==> src/rtl/joystick_pkg.sv <==
// Shared types and constants for the joystick debounce array.
// The auto-repeat engine is built only when JOYSTICK_REPEAT_EN is defined.
package joystick_pkg;

  typedef enum logic [1:0] {
    IDLE        = 2'd0,
    HELD_DELAY  = 2'd1,
    HELD_REPEAT = 2'd2
  } rep_state_e;

  localparam int unsigned CH_RIGHT = 0;
  localparam int unsigned CH_DOWN  = 1;
  localparam int unsigned CH_UP    = 2;
  localparam int unsigned CH_LEFT  = 3;
  localparam int unsigned CH_FIRE  = 4;

  function automatic int unsigned max_u(input int unsigned a, input int unsigned b);
    return (a > b) ? a : b;
  endfunction

endpackage

==> src/rtl/debounce_channel.sv <==
// One button channel: synchroniser, counter debounce, edge pulses and,
// with JOYSTICK_REPEAT_EN defined, a hold-to-auto-repeat pulse generator.
module debounce_channel
  import joystick_pkg::*;
#(
  parameter int unsigned SYNC_STAGES     = 2,
  parameter int unsigned DEBOUNCE_CYCLES = 65536,
  parameter int unsigned ACTIVE_LOW      = 1,
  parameter int unsigned REPEAT_DELAY    = 12500000,
  parameter int unsigned REPEAT_PERIOD   = 2500000
) (
  input  logic clk,
  input  logic rst,
  input  logic i_pin,
  output logic o_level,
  output logic o_press,
  output logic o_release,
  output logic o_repeat
);

  localparam int unsigned CW = $clog2(DEBOUNCE_CYCLES + 1);

  logic                   p_s;
  logic                   s_s;
  logic [SYNC_STAGES-1:0] sync_q, sync_d;
  logic [CW-1:0]          cnt_q, cnt_d;
  logic                   level_q, level_d;
  logic                   press_q, press_d;
  logic                   release_q, release_d;

  // Next-state logic for synchroniser, debounce counter and edge pulses.
  always_comb begin
    p_s       = (ACTIVE_LOW != 0) ? ~i_pin : i_pin;
    sync_d    = {sync_q[SYNC_STAGES-2:0], p_s};
    s_s       = sync_q[SYNC_STAGES-1];
    cnt_d     = cnt_q;
    level_d   = level_q;
    if (s_s == level_q) begin
      cnt_d = '0;
    end else if (cnt_q == CW'(DEBOUNCE_CYCLES - 1)) begin
      level_d = s_s;
      cnt_d   = '0;
    end else begin
      cnt_d = cnt_q + CW'(1);
    end
    // Pulses look at the next level so they coincide with the level flip.
    press_d   = level_d & ~level_q;
    release_d = ~level_d & level_q;
  end

  // Debounce state registers.
  always_ff @(posedge clk) begin
    if (rst) begin
      sync_q    <= '0;
      cnt_q     <= '0;
      level_q   <= 1'b0;
      press_q   <= 1'b0;
      release_q <= 1'b0;
    end else begin
      sync_q    <= sync_d;
      cnt_q     <= cnt_d;
      level_q   <= level_d;
      press_q   <= press_d;
      release_q <= release_d;
    end
  end

  assign o_level   = level_q;
  assign o_press   = press_q;
  assign o_release = release_q;

`ifdef JOYSTICK_REPEAT_EN
  localparam int unsigned RW = $clog2(max_u(REPEAT_DELAY, REPEAT_PERIOD) + 1);

  rep_state_e    state_q, state_d;
  logic [RW-1:0] rcnt_q, rcnt_d;
  logic          repeat_q, repeat_d;

  // Repeat FSM: a falling level always wins over a due repeat.
  always_comb begin
    state_d  = state_q;
    rcnt_d   = rcnt_q;
    repeat_d = 1'b0;
    if (!level_d) begin
      state_d = IDLE;
      rcnt_d  = '0;
    end else begin
      case (state_q)
        IDLE: begin
          state_d = HELD_DELAY;
          rcnt_d  = '0;
        end
        HELD_DELAY: begin
          if (rcnt_q == RW'(REPEAT_DELAY - 1)) begin
            repeat_d = 1'b1;
            rcnt_d   = '0;
            state_d  = HELD_REPEAT;
          end else begin
            rcnt_d = rcnt_q + RW'(1);
          end
        end
        HELD_REPEAT: begin
          if (rcnt_q == RW'(REPEAT_PERIOD - 1)) begin
            repeat_d = 1'b1;
            rcnt_d   = '0;
          end else begin
            rcnt_d = rcnt_q + RW'(1);
          end
        end
        default: begin
          state_d = IDLE;
          rcnt_d  = '0;
        end
      endcase
    end
  end

  // Repeat FSM registers.
  always_ff @(posedge clk) begin
    if (rst) begin
      state_q  <= IDLE;
      rcnt_q   <= '0;
      repeat_q <= 1'b0;
    end else begin
      state_q  <= state_d;
      rcnt_q   <= rcnt_d;
      repeat_q <= repeat_d;
    end
  end

  assign o_repeat = repeat_q;
`else
  assign o_repeat = 1'b0;
`endif

endmodule

==> src/rtl/joystick_debounce_array.sv <==
// N_CH independent debounced joystick channels with press/release/repeat pulses.
// Auto-repeat is present only when JOYSTICK_REPEAT_EN is defined.
module joystick_debounce_array
  import joystick_pkg::*;
#(
  parameter int unsigned N_CH            = 5,
  parameter int unsigned SYNC_STAGES     = 2,
  parameter int unsigned DEBOUNCE_CYCLES = 65536,
  parameter int unsigned ACTIVE_LOW      = 1,
  parameter int unsigned REPEAT_DELAY    = 12500000,
  parameter int unsigned REPEAT_PERIOD   = 2500000
) (
  input  logic            clk,
  input  logic            rst,
  input  logic [N_CH-1:0] i_pin,
  output logic [N_CH-1:0] o_level,
  output logic [N_CH-1:0] o_press,
  output logic [N_CH-1:0] o_release,
  output logic [N_CH-1:0] o_repeat,
  output logic            o_any_press,
  output logic [N_CH-1:0] o_led
);

  for (genvar g = 0; g < N_CH; g++) begin : g_ch
    debounce_channel #(
      .SYNC_STAGES    (SYNC_STAGES),
      .DEBOUNCE_CYCLES(DEBOUNCE_CYCLES),
      .ACTIVE_LOW     (ACTIVE_LOW),
      .REPEAT_DELAY   (REPEAT_DELAY),
      .REPEAT_PERIOD  (REPEAT_PERIOD)
    ) u_ch (
      .clk      (clk),
      .rst      (rst),
      .i_pin    (i_pin[g]),
      .o_level  (o_level[g]),
      .o_press  (o_press[g]),
      .o_release(o_release[g]),
      .o_repeat (o_repeat[g])
    );
  end

  assign o_any_press = |o_press;
  assign o_led       = o_level;

endmodule

==> config.mk <==
export PLATFORM = sky130hd
export DESIGN_NAME = joystick_debounce_array
export DESIGN_NICKNAME = d
export VERILOG_FILES = /design/src/rtl/joystick_pkg.sv /design/src/rtl/debounce_channel.sv /design/src/rtl/joystick_debounce_array.sv
export SDC_FILE = /design/constraint.sdc
export NUM_CORES = 1
export LEC_CHECK = 0
export CORE_MARGIN = 2
export CORE_UTILIZATION = 62
export DETAILED_ROUTE_END_ITERATION = 8
export MAX_ROUTING_LAYER = met4
export PLACE_DENSITY = 0.84
export SETUP_SLACK_MARGIN = 0.3
export SYNTH_ARGS = -nofsm -noshare
export SYNTH_HDL_FRONTEND = slang
export SYNTH_SLANG_ARGS = --single-unit
==> constraint.sdc <==
create_clock -name clk -period 4.7 [get_ports clk]
set_clock_uncertainty 0.15 [all_clocks]
set_input_delay 1.175 -clock clk [delete_from_list [all_inputs] [get_ports clk]]
set_output_delay 1.175 -clock clk [all_outputs]
set_load 0.005 [all_outputs]
# --- After elaboration in Yosys (flattened, before gate mapping) ---
# Cells that the tools add are included.
op_classes:
  add_sub_neg: 5
  n_eq_ne: 10
  muxes: 10
  n_bitwise: 25
  reduce_logical: 6
ops:
  columns: ["op", "n"]
  rows:
  - ["$add A17 B1 Y17 const B", 5]
  - ["$eq A17 B16 Y1 const B", 5]
  - ["$not A1 Y1", 15]
  - ["$reduce_or A3 Y1", 5]
  - ["$and A1 B1 Y1", 10]
  - ["$mux W1", 10]
  - ["$eq A1 B1 Y1", 5]
  - ["$reduce_or A5 Y1", 1]
word_totals:
  regBits: 110
  in_bits: 7
  output_inout_bits: 26
  wordCells: 81

# --- Logic depth before layout (Yosys ltp) ---
# Gate-level depths: netlist (run 1).
depth:
  depth_word: 5
  ltp_mapped: 9
  ltp_nobuf: 8

# --- Cells and area by module ---
# From an unflattened synthesis (run 1), not the netlist that was laid out.
unflattened:
  hier_cells: 523
  hier_area_um2: 4929.7
by_module_without_submodules:
  columns: ["module", "n_inst", "cells_per_inst", "area_each_um2"]
  rows:
  - ["debounce_channel", 5, 103, 975.9]
  - ["joystick_debounce_array", 1, 8, 50.0]

# --- Worst setup path before layout (run 1) ---
# OpenSTA, ideal clock, no wires.
synth_timing:
  path_type: "flip-flop to flip-flop"
  startpoint: "register g_ch[1].u_ch.cnt_q[0]"
  endpoint: "register g_ch[1].u_ch.cnt_q[10]"
  arrival_ns: 2.165
  required_time_ns: 4.491
  setup_slack_ns: 2.326
  stages_incl_launch_ff: 10
  n_path_buf: 1
  path_cell_list: "dfxtp_1 ha_1 and3_2 nand3_1 nor3_1 ha_1 or3_1 clkbuf_1 or4_1 nand2_1"
synth_between:
  elab_chain_len: 2
  word_cells_on_any_way: 3
  classes_between: "1 x add/sub; 1 x eq/ne; 1 x reduce/logical"
synth_lines:
  columns: ["item", "line", "source"]
  rows:
  - ["start: declaration", "debounce_channel.sv:26", "logic [CW-1:0] cnt_q, cnt_d;"]
  - ["start signal: assignment", "debounce_channel.sv:61", "cnt_q <= cnt_d;"]
  - ["branches (longest 2 deep; another with $add A17 B1 Y17)", null, null]
# Parallel ways; which one is timed is not known.
# A chain may end at the register's enable or synchronous reset.

# --- Worst setup path in the final report (run 1) ---
layout_timing:
  startpoint: "input rst"
  endpoint: "register g_ch[1].u_ch.cnt_q[10]"
layout_between:
  elab_chain_len: 1
layout_lines:
  columns: ["item", "line", "source"]
  rows:
  - ["start: declaration", "joystick_debounce_array.sv:14", "input logic rst,"]
  - ["$reduce_or A3 Y1 (no source line)", null, null]
# No other way between the ends.

==> results of run 1 <==
cell families (layout without fill, tap and decap cells):
kind of cell | Yosys count | after routing | share of synthesized area [%]
xor+xnor | 60 | 60 | 11.44
other cells | 1 | 5 | 0.08167
buf+inv | 58 | 64 | 6.812
flops | 110 | 110 | 47.96
mux | 6 | 6 | 1.308
fa+ha+maj | 10 | 10 | 2.725
compound gates | 27 | 27 | 3.324
simple gates | 239 | 239 | 26.35
per-stage QoR:
stage	setup WS (ns)	instance area (µm²)	util, %	hold WS, ns	cells
6_report	1.722	5004	69.35	0.2923	620
5_1_grt	1.634	5004	69.35	0.3096	620
4_1_cts	1.749	5004	69.35	0.2932	620
3_5_place_dp	1.359	4771	66.13	0.2720	604
3_3_place_gp	1.362	4771	66.13	0.2689	604
2_1_floorplan	2.326	4607	-	0.2638	515
layout make-up:
class	instances	area [µm²]
clock buffers	11	151.4
clock inverters	5	81.33
flip-flops and latches	110	2202
repair buffers	28	277.8
fillers	540	2211
multi-input cells	347	2092
inverters	20	75.07
well taps	99	123.9
layout by cell type, fill, tap and decap left out, types with 2 or more instances in the layout:
cell	synthesis	routed
sky130_fd_sc_hd__clkdlybuf4s50_1	0	27
sky130_fd_sc_hd__nand3_2	2	2
sky130_fd_sc_hd__nor4bb_1	5	5
sky130_fd_sc_hd__bufinv_16	0	2
sky130_fd_sc_hd__and2_1	3	3
sky130_fd_sc_hd__clkbuf_8	0	11
sky130_fd_sc_hd__ha_1	10	10
sky130_fd_sc_hd__dfxtp_1	110	110
sky130_fd_sc_hd__nor4_1	13	13
sky130_fd_sc_hd__or3_1	15	15
sky130_fd_sc_hd__inv_1	20	20
sky130_fd_sc_hd__and3_1	4	4
sky130_fd_sc_hd__a31o_2	2	2
sky130_fd_sc_hd__xnor2_1	43	43
sky130_fd_sc_hd__a211oi_1	2	2
sky130_fd_sc_hd__and4_1	4	4
sky130_fd_sc_hd__nor2_1	90	90
sky130_fd_sc_hd__nand4_2	2	2
sky130_fd_sc_hd__or3_4	2	2
sky130_fd_sc_hd__o21ai_0	10	10
sky130_fd_sc_hd__conb_1	1	5
sky130_fd_sc_hd__nand4_1	14	14
sky130_fd_sc_hd__nor3_1	24	24
sky130_fd_sc_hd__mux2i_1	6	6
sky130_fd_sc_hd__or4_1	2	2
sky130_fd_sc_hd__a21oi_1	11	11
sky130_fd_sc_hd__nor2b_1	5	5
sky130_fd_sc_hd__xor2_1	17	17
sky130_fd_sc_hd__nand3_1	26	26
sky130_fd_sc_hd__nand2_1	25	25
worst paths after layout:
path	startpoint	endpoint	slack [ns]	cells past startpoint
worst max-delay path	rst	g_ch[1].u_ch.cnt_q[10]$_SDFF_PP0_	1.72	4
worst min-delay path	g_ch[0].u_ch.sync_q[0]$_SDFF_PP0_	g_ch[0].u_ch.sync_q[1]$_SDFF_PP0_	0.29	1
worst max register to register	g_ch[1].u_ch.cnt_q[0]$_SDFF_PP0_	g_ch[1].u_ch.cnt_q[10]$_SDFF_PP0_	1.94	8
worst min register to register	g_ch[0].u_ch.sync_q[0]$_SDFF_PP0_	g_ch[0].u_ch.sync_q[1]$_SDFF_PP0_	0.29	1
state kept, by name (all words and copies together), names as in the netlist:
signal and count:
g_ch.u_ch.sync_q 10, g_ch.u_ch.o_release 5, g_ch.u_ch.cnt_q 85, g_ch.u_ch.o_level 5
g_ch.u_ch.o_press 5
power by group:
group	total [mW]	internal, mW	switching [mW]	leakage [nW]
Clock	0.633	0.329	0.304	0.116
Sequential	0.940	0.937	0.00356	0.888
Combinational	0.0229	0.00905	0.0138	0.537
Total	1.60	1.27	0.321	1.54
layer usage:
| layer | routed length [µm] | up-vias | GRT usage [%] | share of wire (%) |
|---|---|---|---|---|
| li1 | - | 1702 | - | - |
| met1 | 3598 | 1555 | 25.12 | 45 |
| met2 | 3958 | 58 | 35.28 | 50 |
| met3 | 315 | 9 | 5.029 | 3.9 |
| met4 | 122 | 0 | 7.564 | 1.5 |
| met5 | 0 | - | - | 0 |
critical path: cells and delay by family:
family	cells	cell delay, ns
simple gates	3	1.28
buf+inv	1	0.69
cells in the mapped netlist (all sizes together):
cell type	number	area share, %
nor3	24	2.6
nor4	13	1.8
nor2b	5	0.68
a21oi	11	1.2
nor4bb	5	1.1
clkbuf	9	0.74
nor2	90	7.4
nand4	16	2.5
o31ai	1	0.16
conb	1	0.082
or4	2	0.33
and4	4	0.76
a31o	2	0.38
o211ai	1	0.16
inv	20	1.6
and2	3	0.41
and3	5	0.71
nor4b	1	0.19
dfxtp	110	48
xnor2	43	8.2
a211oi	2	0.33
mux2i	6	1.3
or3	17	2.5
o21ai	10	1.1
ha	10	2.7
nand3	28	3.3
nand2	25	2.0
xor2	17	3.2
nand2b	1	0.14
buf	29	4.4
==> flow_results.xml, run 1 <==
<?xml version="1.0" encoding="UTF-8"?>
<metrics>
  <group name="global_routing">
    <metric name="grt_antenna_before_repair" unit="">0</metric>
    <metric name="grt_start_max_net_pins" unit="">19</metric>
    <metric name="grt_remaining_overflow" unit="">0</metric>
    <metric name="grt_pass1_wl" unit="µm">13600</metric>
    <metric name="groute.usage.overall" unit="%">21.17</metric>
    <metric name="number_of_global_route_vias_before_repair" unit="">3115</metric>
  </group>
  <group name="route">
    <metric name="wirelength" unit="µm">7994</metric>
    <metric name="dr.pass1.iters" unit="">4</metric>
    <metric name="via_count" unit="">3324</metric>
    <metric name="antenna_violating_nets_left" unit="">0</metric>
    <metric name="drc" unit="">0</metric>
    <metric name="routed_via_density" unit="">5.361</metric>
    <metric name="initialDrtViolationCount" unit="">117</metric>
    <metric name="post_drt_wl_per_cell" unit="µm">12.89</metric>
  </group>
  <group name="run_status">
    <metric name="run_status" unit="">finished clean</metric>
  </group>
  <group name="placed_design">
    <metric name="io_buffers" unit="">27</metric>
    <metric name="detailed_place_hpwl" unit="µm">5520</metric>
    <metric name="place_congestion" unit="">0.8093</metric>
  </group>
  <group name="critical_path">
    <metric name="critical_path_endpoint_category" unit="">register</metric>
    <metric name="crit_path_start_kind" unit="">input pin</metric>
    <metric name="slowest_stage" unit="">sky130_fd_sc_hd__or3_1</metric>
    <metric name="arrival" unit="ns">3.14</metric>
    <metric name="critical_path_required" unit="ns">4.87</metric>
    <metric name="cpPeakStageDelay" unit="ns">0.73</metric>
    <metric name="path_cells" unit="">clkdlybuf4s50_1 &gt; or3_1 &gt; or4_1 &gt; nand2_1</metric>
    <metric name="worst_path_maximum_fanout" unit="">18</metric>
    <metric name="critical_path_class" unit="">input pin to register</metric>
  </group>
  <group name="timing">
    <metric name="setup_violations_final" unit="">0</metric>
    <metric name="slew-limit-headroom" unit="%">60.94</metric>
    <metric name="hold_viol" unit="">0</metric>
    <metric name="post-route-period-util" unit="%">63.36</metric>
    <metric name="setup-tns-final" unit="ns">0</metric>
    <metric name="finalWorstPathRequiredPeriod" unit="ns">2.978</metric>
    <metric name="tightestPinTransition" unit="ns">0.5859</metric>
    <metric name="max_clock_freq" unit="MHz">335.8</metric>
    <metric name="final-max-slew-violation-count" unit="">0</metric>
    <metric name="grt_setup_unrepaired" unit="">false</metric>
  </group>
  <group name="min_path">
    <metric name="holdCritPathClass" unit="">register to register</metric>
  </group>
  <group name="floorplan">
    <metric name="starting_density" unit="%">63.65</metric>
    <metric name="core_area" unit="µm²">7214</metric>
    <metric name="die_h" unit="µm">90.06</metric>
    <metric name="std_cell_rows" unit="">31</metric>
    <metric name="i_o_pin_total" unit="">33</metric>
    <metric name="design.die.area" unit="µm²">8111</metric>
    <metric name="die_width" unit="µm">90.06</metric>
  </group>
  <group name="cells_and_area">
    <metric name="drive_gt1_share" unit="%">4.990</metric>
    <metric name="area_delta_synth_final" unit="%">8.965</metric>
    <metric name="antenna-diode-count" unit="">0</metric>
    <metric name="nNetsFinal" unit="">533</metric>
  </group>
  <group name="power">
    <metric name="total_power" unit="mW">1.596</metric>
    <metric name="powerDensity" unit="nW/µm²">319.0</metric>
    <metric name="standby_leakage_power" unit="nW">1.541</metric>
    <metric name="ir_worst_vdd" unit="mV">0.2102</metric>
  </group>
  <group name="clock_network">
    <metric name="clockBufferDepth" unit="">2</metric>
    <metric name="post_cts.repair.setup_buffers" unit="">0</metric>
    <metric name="htreeDepth" unit="">3</metric>
    <metric name="tritoncts.num_buffers" unit="">9</metric>
    <metric name="clock-sinks" unit="">110</metric>
    <metric name="tritoncts" unit="">yes</metric>
    <metric name="clkLatencyLatePin" unit="ns">0.37</metric>
    <metric name="clkTransAtPathRegs" unit="ns">0.10</metric>
    <metric name="cts.hold.buffers_added" unit="">0</metric>
    <metric name="post_cts_resized" unit="">0</metric>
    <metric name="root_buffer" unit="">sky130_fd_sc_hd__clkbuf_8</metric>
  </group>
  <group name="synth">
    <metric name="synth_cell_type_count" unit="">36</metric>
    <metric name="yosys_warnings" unit="">0</metric>
    <metric name="netlist_area" unit="µm²">4592</metric>
    <metric name="avgSynthCellArea" unit="µm²">8.986</metric>
    <metric name="syn-instance-count" unit="">511</metric>
    <metric name="ys_seq_elements" unit="">110</metric>
    <metric name="synth_seq_area_share" unit="%">47.96</metric>
  </group>
  <group name="job">
    <metric name="max_cap_violations" unit="">0</metric>
  </group>
</metrics>
Note: power is estimated with default switching activity, not from simulation.
==> inputs of run 2 (changes only) <==
--- a/config.mk
+++ b/config.mk
@@ -6,10 +6,10 @@
 export NUM_CORES = 1
 export LEC_CHECK = 0
 export CORE_MARGIN = 2
-export CORE_UTILIZATION = 62
+export CORE_UTILIZATION = 58
 export DETAILED_ROUTE_END_ITERATION = 8
 export MAX_ROUTING_LAYER = met4
-export PLACE_DENSITY = 0.84
+export PLACE_DENSITY = 0.79
 export SETUP_SLACK_MARGIN = 0.3
 export SYNTH_ARGS = -nofsm -noshare
 export SYNTH_HDL_FRONTEND = slang
==> constraint.sdc (replaced) <==
create_clock -name clk -period 3.03 [get_ports clk]
set_clock_uncertainty 0.15 [all_clocks]
set_input_delay 0.7575 -clock clk [delete_from_list [all_inputs] [get_ports clk]]
set_output_delay 0.7575 -clock clk [all_outputs]
set_load 0.005 [all_outputs]
==> run 2 against run 1 <==
Net effect:
- register-to-register slack worse by 1.3 ns
- power up 49%
- sequential share of layout area down 0.055 points
- combinational power up 71%
- worst setup slack worse by 1.1 ns
- clock power up 38%
- via count down 0.30%
- utilization down 4.2 points
- wire length down 4.9%
- design area up 0.12%
- highest routed layer unchanged
==> flow_results.xml, run 2 (synthesized netlist as in run 1, its figures left out) <==
<?xml version="1.0" encoding="UTF-8"?>
<metrics>
  <group name="critical_path">
    <metric name="critical_path_endpoint_category" unit="">register</metric>
    <metric name="critical_path_class" unit="">register to register</metric>
    <metric name="setup.worst_path.start" unit="">g_ch[1].u_ch.cnt_q[0]$_SDFF_PP0_</metric>
    <metric name="arrival" unit="ns">2.59</metric>
    <metric name="critical_path_required" unit="ns">3.19</metric>
    <metric name="crit_path_start_kind" unit="">register</metric>
    <metric name="worst_path_maximum_fanout" unit="">7</metric>
    <metric name="rr_startpoint" unit="">g_ch[1].u_ch.cnt_q[0]$_SDFF_PP0_</metric>
  </group>
  <group name="timing">
    <metric name="final-max-slew-violation-count" unit="">0</metric>
    <metric name="finalWorstPathRequiredPeriod" unit="ns">2.432</metric>
    <metric name="post-route-period-util" unit="%">80.26</metric>
    <metric name="max_clock_freq" unit="MHz">411.2</metric>
    <metric name="hold_viol" unit="">0</metric>
    <metric name="setup-tns-final" unit="ns">0</metric>
    <metric name="setup_violations_final" unit="">0</metric>
    <metric name="tightestPinTransition" unit="ns">0.5824</metric>
    <metric name="grt_setup_unrepaired" unit="">false</metric>
    <metric name="slew-limit-headroom" unit="%">61.17</metric>
  </group>
  <group name="global_routing">
    <metric name="grt_start_max_net_pins" unit="">33</metric>
    <metric name="grt_remaining_overflow" unit="">0</metric>
    <metric name="groute.usage.overall" unit="%">19.24</metric>
    <metric name="grt_pass1_wl" unit="µm">13050</metric>
    <metric name="grt_antenna_before_repair" unit="">0</metric>
    <metric name="number_of_global_route_vias_before_repair" unit="">3033</metric>
  </group>
  <group name="route">
    <metric name="via_count" unit="">3314</metric>
    <metric name="drc" unit="">0</metric>
    <metric name="wirelength" unit="µm">7606</metric>
    <metric name="dr.pass1.iters" unit="">4</metric>
    <metric name="routed_via_density" unit="">5.294</metric>
    <metric name="initialDrtViolationCount" unit="">135</metric>
    <metric name="post_drt_wl_per_cell" unit="µm">12.15</metric>
    <metric name="antenna_violating_nets_left" unit="">0</metric>
  </group>
  <group name="cells_and_area">
    <metric name="layout.cells.most_common" unit="">sky130_fd_sc_hd__dfxtp_1</metric>
    <metric name="antenna-diode-count" unit="">0</metric>
    <metric name="largest_register" unit="">g_ch.u_ch.cnt_q</metric>
    <metric name="final_cell_mix" unit="">sky130_fd_sc_hd__dfxtp_1 (110), sky130_fd_sc_hd__nor2_1 (90), sky130_fd_sc_hd__xnor2_1 (43)</metric>
    <metric name="design_area" unit="µm²">5010</metric>
    <metric name="nNetsFinal" unit="">536</metric>
    <metric name="reg_top3" unit="">g_ch.u_ch.cnt_q: 85 flops, g_ch.u_ch.sync_q: 10 flops</metric>
    <metric name="area_delta_synth_final" unit="%">9.101</metric>
    <metric name="largest_register_ffs" unit="">85</metric>
    <metric name="drive_gt1_share" unit="%">5.344</metric>
  </group>
  <group name="placed_design">
    <metric name="detailed_place_hpwl" unit="µm">5359</metric>
    <metric name="placed_area" unit="µm²">4810</metric>
    <metric name="io_buffers" unit="">27</metric>
    <metric name="place_congestion" unit="">0.7773</metric>
  </group>
  <group name="clock_network">
    <metric name="cts.hold.buffers_added" unit="">0</metric>
    <metric name="clkTransAtPathRegs" unit="ns">0.10</metric>
    <metric name="root_buffer" unit="">sky130_fd_sc_hd__clkbuf_8</metric>
    <metric name="post_cts_resized" unit="">0</metric>
    <metric name="post_cts.repair.setup_buffers" unit="">0</metric>
    <metric name="tritoncts" unit="">yes</metric>
    <metric name="clock-sinks" unit="">110</metric>
    <metric name="tritoncts.num_buffers" unit="">9</metric>
    <metric name="clockBufferDepth" unit="">2</metric>
    <metric name="clkLatencyLatePin" unit="ns">0.37</metric>
    <metric name="htreeDepth" unit="">3</metric>
  </group>
  <group name="floorplan">
    <metric name="core_area" unit="µm²">7687</metric>
    <metric name="die_width" unit="µm">92.98</metric>
    <metric name="starting_density" unit="%">59.73</metric>
    <metric name="die_h" unit="µm">92.98</metric>
    <metric name="std_cell_rows" unit="">32</metric>
    <metric name="design.die.area" unit="µm²">8644</metric>
    <metric name="i_o_pin_total" unit="">33</metric>
  </group>
  <group name="power">
    <metric name="standby_leakage_power" unit="nW">1.538</metric>
    <metric name="ir_worst_vdd" unit="mV">0.2912</metric>
    <metric name="powerDensity" unit="nW/µm²">473.2</metric>
  </group>
  <group name="run_status">
    <metric name="run_status" unit="">finished clean</metric>
  </group>
  <group name="job">
    <metric name="max_cap_violations" unit="">0</metric>
  </group>
  <group name="min_path">
    <metric name="hp-start" unit="">g_ch[1].u_ch.sync_q[0]$_SDFF_PP0_</metric>
    <metric name="holdCritPathClass" unit="">register to register</metric>
  </group>
</metrics>
-- run 2: cell types whose count changed in the layout (fill, tap and decap cells not counted) --
| cell | before | now |
|---|---|---|
| sky130_fd_sc_hd__bufinv_16 | 2 | 1 |
| sky130_fd_sc_hd__clkbuf_1 | 0 | 1 |
| sky130_fd_sc_hd__clkbuf_8 | 11 | 10 |
| sky130_fd_sc_hd__buf_12 | 0 | 1 |
| sky130_fd_sc_hd__buf_4 | 1 | 3 |
| sky130_fd_sc_hd__clkinvlp_4 | 1 | 2 |
-- run 2: path summary, 6_finish.rpt --
path	to	slack, ns	cells past startpoint
worst max-delay path	g_ch[1].u_ch.cnt_q[10]$_SDFF_PP0_	0.60	8
worst min-delay path	g_ch[1].u_ch.sync_q[1]$_SDFF_PP0_	0.29	1
worst max register to register	g_ch[1].u_ch.cnt_q[10]$_SDFF_PP0_	0.60	8
worst min register to register	g_ch[1].u_ch.sync_q[1]$_SDFF_PP0_	0.29	1
-- run 2: final cells by class --
class | instances | area (µm²)
Tap cell | 102 | 127.6
Fill cell | 659 | 2678
Clock buffer | 11 | 141.4
Sequential cell | 110 | 2202
Multi-Input combinational cell | 347 | 2092
Timing Repair Buffer | 31 | 312.8
Inverter | 20 | 75.07
Clock inverter | 5 | 58.81
-- run 2: per-stage QoR --
step	total power, mW	util, %	hold WS (ns)	instances	setup WS, ns
floorplan	1.518	-	0.2638	515	0.6562
global placement	1.530	62.57	0.2673	610	0.5518
detailed placement	1.531	62.57	0.2739	610	0.5192
CTS	2.395	65.17	0.2957	626	0.6052
global route	2.463	65.17	0.3165	626	0.4400
finish	2.371	65.17	0.2901	626	0.5980
-- run 2: metal layers --
layer	track usage, %	part of all wire (%)	vias to the layer above
met2	32.00	48	46
met4	8.456	1.8	0
met1	23.03	47	1546
li1	-	-	1707
met3	3.384	2.9	15
met5	-	0	-
-- run 2: where the power goes --
| group | internal, mW | switching (mW) | leakage (nW) |
|---|---|---|---|
| clock | 0.405 | 0.469 | 0.0955 |
| sequential | 1.45 | 0.00515 | 0.888 |
| combinational | 0.0171 | 0.0221 | 0.555 |
| total | 1.87 | 0.496 | 1.54 |
-- run 2: worst max-delay path: stages (launching register included) --
cell and delay (ns):
sky130_fd_sc_hd__dfxtp_1 0.35, sky130_fd_sc_hd__ha_1 0.23, sky130_fd_sc_hd__and3_2 0.25, sky130_fd_sc_hd__nand3_1 0.21
sky130_fd_sc_hd__nor3_1 0.11, sky130_fd_sc_hd__ha_1 0.24, sky130_fd_sc_hd__or3_1 0.37, sky130_fd_sc_hd__or4_1 0.39
sky130_fd_sc_hd__nand2_1 0.07
